## config.mk

```make
export PLATFORM = sky130hd
export DESIGN_NAME = upc_loop_monitor
export DESIGN_NICKNAME = d
export VERILOG_FILES = /design/src/rtl/upc_loop_monitor.sv
export SDC_FILE = /design/constraint.sdc
export NUM_CORES = 1
export LEC_CHECK = 0
export CAP_MARGIN = 10
export CORE_AREA = 10 10 163 165
export DETAILED_ROUTE_END_ITERATION = 7
export DIE_AREA = 0 0 173 175
export HOLD_SLACK_MARGIN = 0.05
export PLACE_DENSITY = 0.62
export SYNTH_ARGS = -nofsm -noshare
export SYNTH_HDL_FRONTEND = slang
export SYNTH_SLANG_ARGS = --single-unit
```

## constraint.sdc

```tcl
create_clock -name clock -period 2.9 [get_ports clock]
set_clock_uncertainty 0.2 [all_clocks]
set_input_delay 0.58 -clock clock [delete_from_list [all_inputs] [get_ports clock]]
set_output_delay 0.58 -clock clock [all_outputs]
set_load 0.01 [all_outputs]
```

## src/rtl/upc_loop_monitor.sv

```systemverilog
// Performance monitor for an HLS-style module and one of its pipelined loops:
// counts module transactions, busy cycles, loop runs, iterations and stall cycles.
module upc_loop_monitor #(
  parameter int STATE_W = 1,
  parameter int CNT_W   = 32
) (
  input  logic               clock,
  input  logic               reset,
  input  logic               finish,
  input  logic               ap_start,
  input  logic               ap_ready,
  input  logic               ap_done,
  input  logic               ap_continue,
  input  logic [STATE_W-1:0] cur_state,
  input  logic [STATE_W-1:0] iter_start_state,
  input  logic [STATE_W-1:0] iter_end_state,
  input  logic [STATE_W-1:0] quit_state,
  input  logic               iter_start_block,
  input  logic               iter_end_block,
  input  logic               quit_block,
  input  logic               iter_start_enable,
  input  logic               iter_end_enable,
  input  logic               quit_enable,
  input  logic               loop_start,
  input  logic               loop_ready,
  input  logic               loop_done,
  input  logic               loop_continue,
  input  logic               quit_at_end,
  output logic [CNT_W-1:0]   mod_txn_cnt,
  output logic [CNT_W-1:0]   mod_busy_cyc,
  output logic [CNT_W-1:0]   loop_run_cnt,
  output logic [CNT_W-1:0]   iter_cnt,
  output logic [CNT_W-1:0]   stall_cyc,
  output logic               loop_active,
  output logic               frozen
);

  typedef enum logic {
    MOD_IDLE,
    MOD_BUSY
  } mod_state_t;

  localparam logic [CNT_W-1:0] CNT_ONE = CNT_W'(1);

  mod_state_t mod_state;
  mod_state_t mod_next;
  logic       mod_done;
  logic       s_iter_start;
  logic       s_iter_end;
  logic       s_quit;
  logic       f_iter_end;
  logic       f_quit;
  logic       stall_hit;
  logic       loop_exit;
  logic       loop_next;
  logic       unused_inputs;

  // Handshake-only inputs: accepted for interface completeness, not monitored.
  assign unused_inputs = ap_ready ^ loop_ready;

  function automatic logic [CNT_W-1:0] sat_inc(input logic [CNT_W-1:0] v);
    return (&v) ? v : v + CNT_ONE;
  endfunction

  assign s_iter_start = (cur_state == iter_start_state) & iter_start_enable;
  assign s_iter_end   = (cur_state == iter_end_state) & iter_end_enable;
  assign s_quit       = (cur_state == quit_state) & quit_enable;
  assign f_iter_end   = s_iter_end & ~iter_end_block;
  assign f_quit       = s_quit & ~quit_block;

  assign stall_hit = loop_active &
                     ((s_iter_start & iter_start_block) | (s_iter_end & iter_end_block));
  assign loop_exit = loop_active & ((quit_at_end & f_quit) | (loop_done & loop_continue));
  // An exit coinciding with loop_start re-arms immediately.
  assign loop_next = loop_exit ? loop_start : (loop_active | loop_start);

  always_comb begin
    mod_next = mod_state;
    mod_done = 1'b0;
    case (mod_state)
      MOD_IDLE: if (ap_start) mod_next = MOD_BUSY;
      MOD_BUSY: begin
        if (ap_done && ap_continue) begin
          mod_done = 1'b1;
          mod_next = ap_start ? MOD_BUSY : MOD_IDLE;
        end
      end
    endcase
  end

  always_ff @(posedge clock or negedge reset) begin
    if (!reset) begin
      mod_state <= MOD_IDLE;
    end else if (!frozen) begin
      mod_state <= mod_next;
    end
  end

  always_ff @(posedge clock or negedge reset) begin
    if (!reset) begin
      mod_txn_cnt  <= '0;
      mod_busy_cyc <= '0;
      loop_run_cnt <= '0;
      iter_cnt     <= '0;
      stall_cyc    <= '0;
      loop_active  <= 1'b0;
      frozen       <= 1'b0;
    end else if (!frozen) begin
      loop_active <= loop_next;
      if (mod_state == MOD_BUSY) mod_busy_cyc <= sat_inc(mod_busy_cyc);
      if (mod_done)              mod_txn_cnt  <= sat_inc(mod_txn_cnt);
      if (loop_exit)             loop_run_cnt <= sat_inc(loop_run_cnt);
      if (loop_active && f_iter_end) iter_cnt <= sat_inc(iter_cnt);
      if (stall_hit)             stall_cyc    <= sat_inc(stall_cyc);
      if (finish)                frozen       <= 1'b1;
    end
  end

endmodule

```

* Word level (Yosys, flattened, before mapping)
Cells that the tools add are included.
Word-level totals: register bits after elaboration 163, bits of input ports 22, word-level logic and storage cells 59
Cells by class: add/sub/neg operators 5, equality and inequality tests 3, mux-type cells 8, bitwise logic cells 23, reductions and logical operators 12
Operator list (number):
- $add 32x1->32 const B | 5
- $reduce_and 32->1 | 5
- $reduce_and 3->1 | 5
- $and 1x1->1 | 11
- $not 1->1 | 9
- $mux 1 | 7
- $eq 1x1->1 | 3
- $or 1x1->1 | 3
- $logic_and 1x1->1 | 2
- $pmux 1 s2 | 1

* Logic depth before layout (Yosys ltp)
Gate-level depths: netlist (run 1).
depth in word-level cells 7, depth in mapped cells 7

* Least setup slack after synthesis (run 1)
Ideal clock, no wire load.
kind flip-flop to flip-flop, start register mod_txn_cnt[0], end register mod_txn_cnt[1], data arrival time 2128 ps, path slack 448 ps, cell stages (with the launch flop) 8, path buffers 1, cells stage by stage dfrtp_1 > ha_1 > nand4_1 > or3_1 > or4_1 > buf_2 > nand2_2 > mux2_2
Between the ends: longest elaborated chain between the ends 3, elaborated cells between the ends (all ways) 4
RTL lines:
- start: declaration | line 29 | output logic [CNT_W-1:0] mod_txn_cnt,
- start signal: assignment | line 111 | if (mod_done) mod_txn_cnt <= sat_inc(mod_txn_cnt);
- parallel branches: the longest is 3 deep, another holds $add 32x1->32
Parallel ways; which one is timed is not known. A chain may end at the register's enable or synchronous reset.

* Worst setup path in the final report (run 1)
start register stall_cyc[0], end register stall_cyc[1]
Between the ends: longest elaborated chain between the ends 3, elaborated cells between the ends (all ways) 4
RTL lines:
- start: declaration | line 33 | output logic [CNT_W-1:0] stall_cyc,
- start signal: assignment | line 114 | if (stall_hit) stall_cyc <= sat_inc(stall_cyc);
- parallel branches: the longest is 3 deep, another holds $add 32x1->32
Parallel ways; which one is timed is not known.

==> results of run 1 <==
## layout by cell type, fill, tap and decap left out, types with 3 or more instances in the layout
cell,n
a21oi_1,6
a31oi_1,3
and2_1,10
and3_1,25
and4_1,13
buf_4,25
clkbuf_16,17
clkdlybuf4s50_1,180
dfrtp_1,163
ha_1,5
inv_1,19
inv_6,4
inv_8,5
mux2_2,5
nand2_1,68
nand2b_1,3
nand3_1,65
nand4_1,53
nand4b_1,7
nor2_1,55
nor2b_1,3
nor3_1,28
nor4_1,15
nor4_2,3
nor4b_1,5
o2111ai_1,4
o21ai_0,6
o31ai_1,3
or2_2,5
or3_1,3
or4_1,4
xnor2_1,93
xor2_1,60
## report_power, final
| part | leakage, nW | internal, mW | switching, mW |
|---|---|---|---|
| combinational | 2.17 | 0.0661 | 0.0810 |
| clock | 0.284 | 1.23 | 1.06 |
| sequential | 2.22 | 2.28 | 0.0199 |
| total | 4.68 | 3.58 | 1.16 |
## per-stage QoR
step | power (mW) | util | instances
3_5_place_dp | 2.50 | 0.448 | 1283
3_3_place_gp | 2.50 | 0.448 | 1283
5_1_grt | 4.94 | 0.474 | 1316
2_1_floorplan | 2.38 | - | 767
4_1_cts | 4.82 | 0.473 | 1316
6_report | 4.75 | 0.474 | 1316
## metal layers
metal | GRT usage | part of all wire | up-vias
met4 | 0.0280 | 0.0060 | 0
li1 | - | - | 3175
met5 | 0 | 0 | -
met3 | 0.0526 | 0.074 | 10
met1 | 0.189 | 0.47 | 3165
met2 | 0.218 | 0.45 | 180
## layout make-up
cell class | count | area (µm²) | area share
sequential | 163 | 4080 | 0.370
multi-input combinational | 574 | 3830 | 0.347
timing repair buffer | 209 | 2050 | 0.186
clock buffer | 18 | 429 | 0.0390
tap | 319 | 399 | 0.0362
clock inverter | 14 | 161 | 0.0147
inverter | 19 | 71.3 | 0.00647
## sequential cells by signal, indices dropped and copies added (netlist names)
| name | cells |
|---|---|
| iter_cnt | 32 |
| loop_run_cnt | 32 |
| mod_busy_cyc | 32 |
| mod_txn_cnt | 32 |
| stall_cyc | 32 |
| frozen | 1 |
| loop_active | 1 |
| mod_state | 1 |
## worst max-delay path, delay by kind of cell, from the launching register on
family,cells,cell delay (ns)
fa+ha+maj,1,0.31
mux,1,0.37
flops,1,0.43
buf+inv,1,0.12
compound gates,1,0.43
simple gates,1,0.66
## worst min-delay path by stage
| stage | end | slack [ns] | cells past startpoint |
|---|---|---|---|
| 5_1_grt | mod_busy_cyc[17] | 0.32 | 1 |
| 6_report | mod_txn_cnt[31] | 0.29 | 1 |
| 3_3_place_gp | mod_txn_cnt[21] | 0.28 | 1 |
| 3_5_place_dp | mod_txn_cnt[31] | 0.28 | 1 |
| 4_1_cts | mod_txn_cnt[31] | 0.29 | 1 |
| 2_1_floorplan | frozen | 0.08 | 0 |
## logic make-up after synthesis
kind of cell    share of synthesized area
xor+xnor                            0.167
mux                                0.0101
fa+ha+maj                         0.00780
simple gates                        0.260
compound gates                     0.0313
buf+inv                            0.0156
flops                               0.508
## timing repair
action / 4_1_cts / 5_1_grt
hold buffers: 1 / 0
endpoints found under the setup margin: 0 / 8
gates resized for setup: 0 / 1
hold endpoints to repair: 44 / 0
==> results by group, run 1 <==
Outcome
  • Status: completed

STA
  • Fin crit share: 0.907
  • # setup viols final: 0
  • Setup WS post-layout: 0.269 ns
  • Slew margin rel.: 0.460
  • Slew Viols, Final: 0
  • Max Clock Freq: 380 MHz
  • Final Critical Period: 2.63 ns
  • Final hold slack: 0.289 ns
  • Final Hold Fails: 0
  • Worst slew pin tran: 0.803 ns
  • RSZ-0062 raised after global routing: false
  • Sum Neg Setup Slack: 0 ns

CTS
  • Worst-path clk slew: 0.07 ns
  • Clk buf depth: 2
  • # clock sinks: 163
  • Postcts setup bufs: 0
  • # H-tree levels: 4
  • CTS root buf: clkbuf_16
  • CTS tree: built
  • CTS buffer count: 17
  • Clock latency on the worst-skew pair: 0.42 ns

Global route
  • GR Util All Layers: 0.142
  • Initial antenna violation count: 0
  • Vias in the first global route: 6495
  • First-pass GRT wire length: 35.9 mm
  • Largest net degree at the start of global routing: between 40 and 50
  • Total grt overflow: 0

Detailed routing
  • Antenna Violating Nets Remaining: 0
  • Drt wl/cell: 16.3 µm
  • Iteration count of the initial detailed-routing pass: 5
  • DR DRC count: 0
  • Total Wirelength: 21.4 mm
  • Routed via count: 6530
  • Initial DRC count: about 340
  • Vias per cell: 4.96

Min path
  • HP Start: mod_txn_cnt[31]
  • Hold Crit Class: register to register

Layout
  • Share of cells above drive strength 1: 0.0812
  • Final Net Count: 1011
  • Area growth, synth to finish: 37.3%
  • Final std cell area, no fill: roughly 11000 µm²
  • # fillers: 2243
  • Ant. Diodes: 0

Placed design
  • PortBufs: 181
  • DP Area: 10400 µm²
  • Post-DP HPWL: about 16 mm
  • Dpl ws: -0.158 ns
  • Routability-driven placement congestion ratio: 0.831

Worst setup path
  • Crit path from: stall_cyc[0]
  • Crit. End Element: register
  • CP peak stage delay: between 0.6 and 0.7 ns
  • Reg2reg end: stall_cyc[1]
  • CP Class: register to register
  • CP endpoint: stall_cyc[1]
  • Slowest CP cell: nor4_1
  • Reg2Reg Depth: 5
  • Worst Path Arrival: around 2.7 ns
  • R2r startpoint: stall_cyc[0]
  • Crit-path cells: ha_1 -> inv_1 -> nor4_1 -> a31oi_2 -> mux2_2
  • Worst reg-to-reg setup slack: 0.27 ns
  • Startpoint Class: register
  • CP max FO: 12
  • Worst EP required: 3.01 ns

Yosys
  • Primary FF master, synth: dfrtp_1
  • Top cells by count, synth: dfrtp_1 (163), xnor2_1 (93), nand2_1 (68), nand3_1 (65), xor2_1 (60)
  • Synthesized area: roughly 8000 µm²
  • Mapped Nets: 794
  • EDFF count, synth: 0
  • #FFs+latches synth: 163
  • Avg Inst Size Synth: 10.5 µm²
  • Seq/Total Area, Yosys: 0.508
  • Post-synth ARST share: 1.00
  • Netlist cell types: 50
  • Count leader, synth: dfrtp_1
  • Area contributors post-synth: dfrtp_1 (51%), xnor2_1 (10%), xor2_1 (6.5%), nand4_1 (4.1%), nand3_1 (4.1%)
  • Gate Count Post-Synth: 767
  • Syn. warnings: 0
  • Top cell type's share of synthesized area: 0.508
  • Area leader, netlist: dfrtp_1

Flow run
  • Maxcap violations: 0

Die
  • IO Count: 184
  • Row count: 56
  • Initial cell density of the core: 0.345
  • Core area: 23300 µm²
  • DIE HEIGHT: 175 µm
  • Die area: approximately 30000 µm²
  • Die span in x: 173 µm

Power
  • Power density cells: 431 nW/µm²
  • Leak: 4.68 nW
  • Worst vdd ir: 0.366 mV
Power figures use the tool's default switching activity.
==> run 2: changes to the inputs <==
- clock period: 2.9 -> 3.3 ns (I/O delays scaled with it)
==> run 2 against run 1 <==
  * Total power decreased by 14%
  * Global-route usage decreased by 0.34 points
  * Critical path depth unchanged
  * Sequential power decreased by 12%
  * Design area decreased by 1.4%
  * Via count decreased by 1.0%
  * Sequential cell count unchanged
  * Worst hold slack improved by 0.0030 ns
  * Clock power decreased by 15%
  * Register-to-register slack improved by 0.26 ns
  * Final cell count decreased by 1.3%
  * Non-clock buffer count decreased by 17
  * Critical endpoint unchanged
==> results by group, run 2 (same netlist as run 1, synthesis figures left out) <==
Global route
  • Initial antenna violation count: 0 (unchanged)
  • Largest net degree at the start of global routing: 58 (was 49)
  • Total grt overflow: 0 (unchanged)
  • Vias in the first global route: 6492 (was 6495)
  • GR Util All Layers: 0.139 (was 0.142)
  • First-pass GRT wire length: 35.0 mm (was 35.9 mm)

Die
  • Row count: 56 (unchanged)
  • DIE HEIGHT: 175 µm (unchanged)
  • Initial cell density of the core: 0.345 (unchanged)
  • Core area: 23300 µm² (unchanged)
  • IO Count: 184 (unchanged)
  • Die area: 30300 µm² (unchanged)
  • Die span in x: 173 µm (unchanged)

Detailed routing
  • Drt wl/cell: 16.4 µm (was 16.3 µm)
  • Antenna Violating Nets Remaining: 0 (unchanged)
  • Iteration count of the initial detailed-routing pass: 4 (was 5)
  • DR DRC count: 0 (unchanged)
  • Vias per cell: 4.98 (was 4.96)
  • Total Wirelength: 21.3 mm (was 21.4 mm)
  • Initial DRC count: 348 (was 335)
  • Routed via count: 6465 (was 6530)

Layout
  • Layout Cells excl Fill: 1299 (was 1316)
  • Multi-input gate area: 3820 µm² (was 3830 µm²)
  • Share of cells above drive strength 1: 0.0643 (was 0.0812)
  • Commonest non-fill, non-tap cell in the layout: clkdlybuf4s50_1 (unchanged)
  • Area growth, synth to finish: 35.4% (was 37.3%)
  • Final std cell area, no fill: 10900 µm² (was 11000 µm²)
  • Most frequent cells in the layout: clkdlybuf4s50_1 (180), dfrtp_1 (163), xnor2_1 (93) (unchanged)
  • Ant. Diodes: 0 (unchanged)
  • Final Net Count: 994 (was 1011)
  • # fillers: 2224 (was 2243)
  • Storage element area: 4080 µm² (unchanged)
  • Final core occ: 0.467 (was 0.474)

Power
  • Reg power frac: 0.494 (was 0.485)
  • Logic pwr share: 0.030 (was 0.031)
  • Worst vdd ir: 0.262 mV (was 0.366 mV)
  • Power density cells: 377 nW/µm² (was 431 nW/µm²)
  • Clock power share: 0.475 (was 0.484)
  • Internal: 3.13 mW (was 3.58 mW)
  • Leak: 4.58 nW (was 4.68 nW)
  • Net Sw Frac: 0.238 (was 0.245)
  • Sw Pwr: 0.974 mW (was 1.16 mW)
  • PnR Total Power: 4.10 mW (was 4.75 mW)

Min path
  • Hold Crit Class: register to register (unchanged)
  • Cells on Worst Hold Path: 1 (unchanged)
  • HP Start: mod_txn_cnt[21] (was mod_txn_cnt[31])

STA
  • # setup viols final: 0 (unchanged)
  • Max Clock Freq: about 360 MHz
  • Worst slew pin tran: 1.09 ns (was 0.803 ns)
  • Slew Viols, Final: 0 (unchanged)
  • Slew margin rel.: 0.270 (was 0.460)
  • Sum Neg Setup Slack: 0 ns (unchanged)
  • Fin crit share: 0.845
  • Final Hold Fails: 0 (unchanged)
  • Final Critical Period: 2.79 ns
  • RSZ-0062 raised after global routing: false (unchanged)

Placed design
  • Routability-driven placement congestion ratio: 0.811 (was 0.831)
  • Inst Count DP: 1266 (was 1283)
  • DP Area: 10300 µm² (was 10400 µm²)
  • PortBufs: 181 (unchanged)
  • Post-DP HPWL: 16.1 mm (about the same)

CTS
  • # clock sinks: 163 (unchanged)
  • Clock latency on the worst-skew pair: 0.42 ns (about the same)
  • Cells resized by post-CTS repair: 0 (unchanged)
  • Clk buf depth: 2 (unchanged)
  • CTS buffer count: 17 (unchanged)
  • # H-tree levels: 4 (unchanged)
  • Postcts setup bufs: 0 (unchanged)
  • CTS root buf: clkbuf_16 (unchanged)
  • CTS tree: built (unchanged)
  • Worst-path clk slew: 0.07 ns (about the same)

Worst setup path
  • CP top delay family: compound AO/OA/AOI/OAI gates (was simple AND/OR/NAND/NOR gates)
  • Crit path from: cur_state (was stall_cyc[0])
  • CP peak stage delay: 0.80 ns (was 0.66 ns)
  • CP max FO: 12 (unchanged)
  • CP Class: input pin to register (was register to register)
  • Slowest CP cell: a31oi_1 (was nor4_1)
  • Worst Path Arrival: 2.89 ns (was 2.74 ns)
  • Crit. End Element: register (unchanged)
  • R2r startpoint: stall_cyc[0] (unchanged)
  • Worst EP required: 3.40 ns (was 3.01 ns)
  • Worst path depth: 5 (unchanged)
  • Bufs and invs on worst path: 1 (unchanged)
  • Startpoint Class: input pin (was register)
  • Reg2Reg Depth: 5 (unchanged)
  • Crit-path cells: clkdlybuf4s50_1 -> xor2_1 -> o22a_1 -> a31oi_1 -> mux2_2 (was ha_1 -> inv_1 -> nor4_1 -> a31oi_2 -> mux2_2)

Flow run
  • Maxcap violations: 0 (unchanged)

Outcome
  • Status: completed (unchanged)
-- run 2: power by group through the flow --
| stage | Combinational, mW | Clock [mW] | Sequential, mW |
|---|---|---|---|
| floorplan | 0.0221 | 0 | 2.07 |
| global placement | 0.128 | 0 | 2.06 |
| detailed placement | 0.129 | 0 | 2.07 |
| CTS | 0.131 | 2.02 | 2.03 |
| global route | 0.140 | 2.09 | 2.03 |
| finish | 0.124 | 1.95 | 2.03 |
-- run 2: repair_timing --
action	CTS	global route
endpoints found under the setup margin	0	0
hold buffers	1	0
hold endpoints to repair	51	0
-- run 2: through the flow --
stage	hold WS, ns	setup WS (ns)
global route	0.311	0.338
detailed placement	0.281	0.0366
floorplan	0.164	0.848
CTS	0.291	0.506
global placement	0.279	0.0643
finish	0.292	0.512
-- run 2: worst paths after layout --
| kind | end | slack (ns) |
|---|---|---|
| worst max-delay path | stall_cyc[1] | 0.51 |
| worst min-delay path | mod_txn_cnt[21] | 0.29 |
| worst max register to register | stall_cyc[1] | 0.53 |
| worst min register to register | mod_txn_cnt[21] | 0.29 |
| max in group asynchronous | mod_busy_cyc[18] | 1.61 |
| min in group asynchronous | stall_cyc[16] | 0.53 |
-- run 2: final cells by class --
class / instances / area share
well taps: 319 / 0.0367
clock buffers: 18 / 0.0395
repair buffers: 192 / 0.177
flip-flops and latches: 163 / 0.375
multi-input cells: 574 / 0.352
inverters: 19 / 0.00657
clock inverters: 14 / 0.0130
-- run 2: layer usage --
| metal | wire length, µm | global-route usage |
|---|---|---|
| met5 | 0 | 0 |
| met1 | 9920 | 0.179 |
| met4 | 152 | 0.0338 |
| met3 | 1520 | 0.0526 |
| met2 | 9700 | 0.216 |
-- run 2: worst register-to-register path, stage by stage (launching register included) --
cell and delay [ns]:
dfrtp_1 0.45, ha_1 0.32, inv_1 0.12, nor4_1 0.61, a31oi_1 0.53, mux2_2 0.42
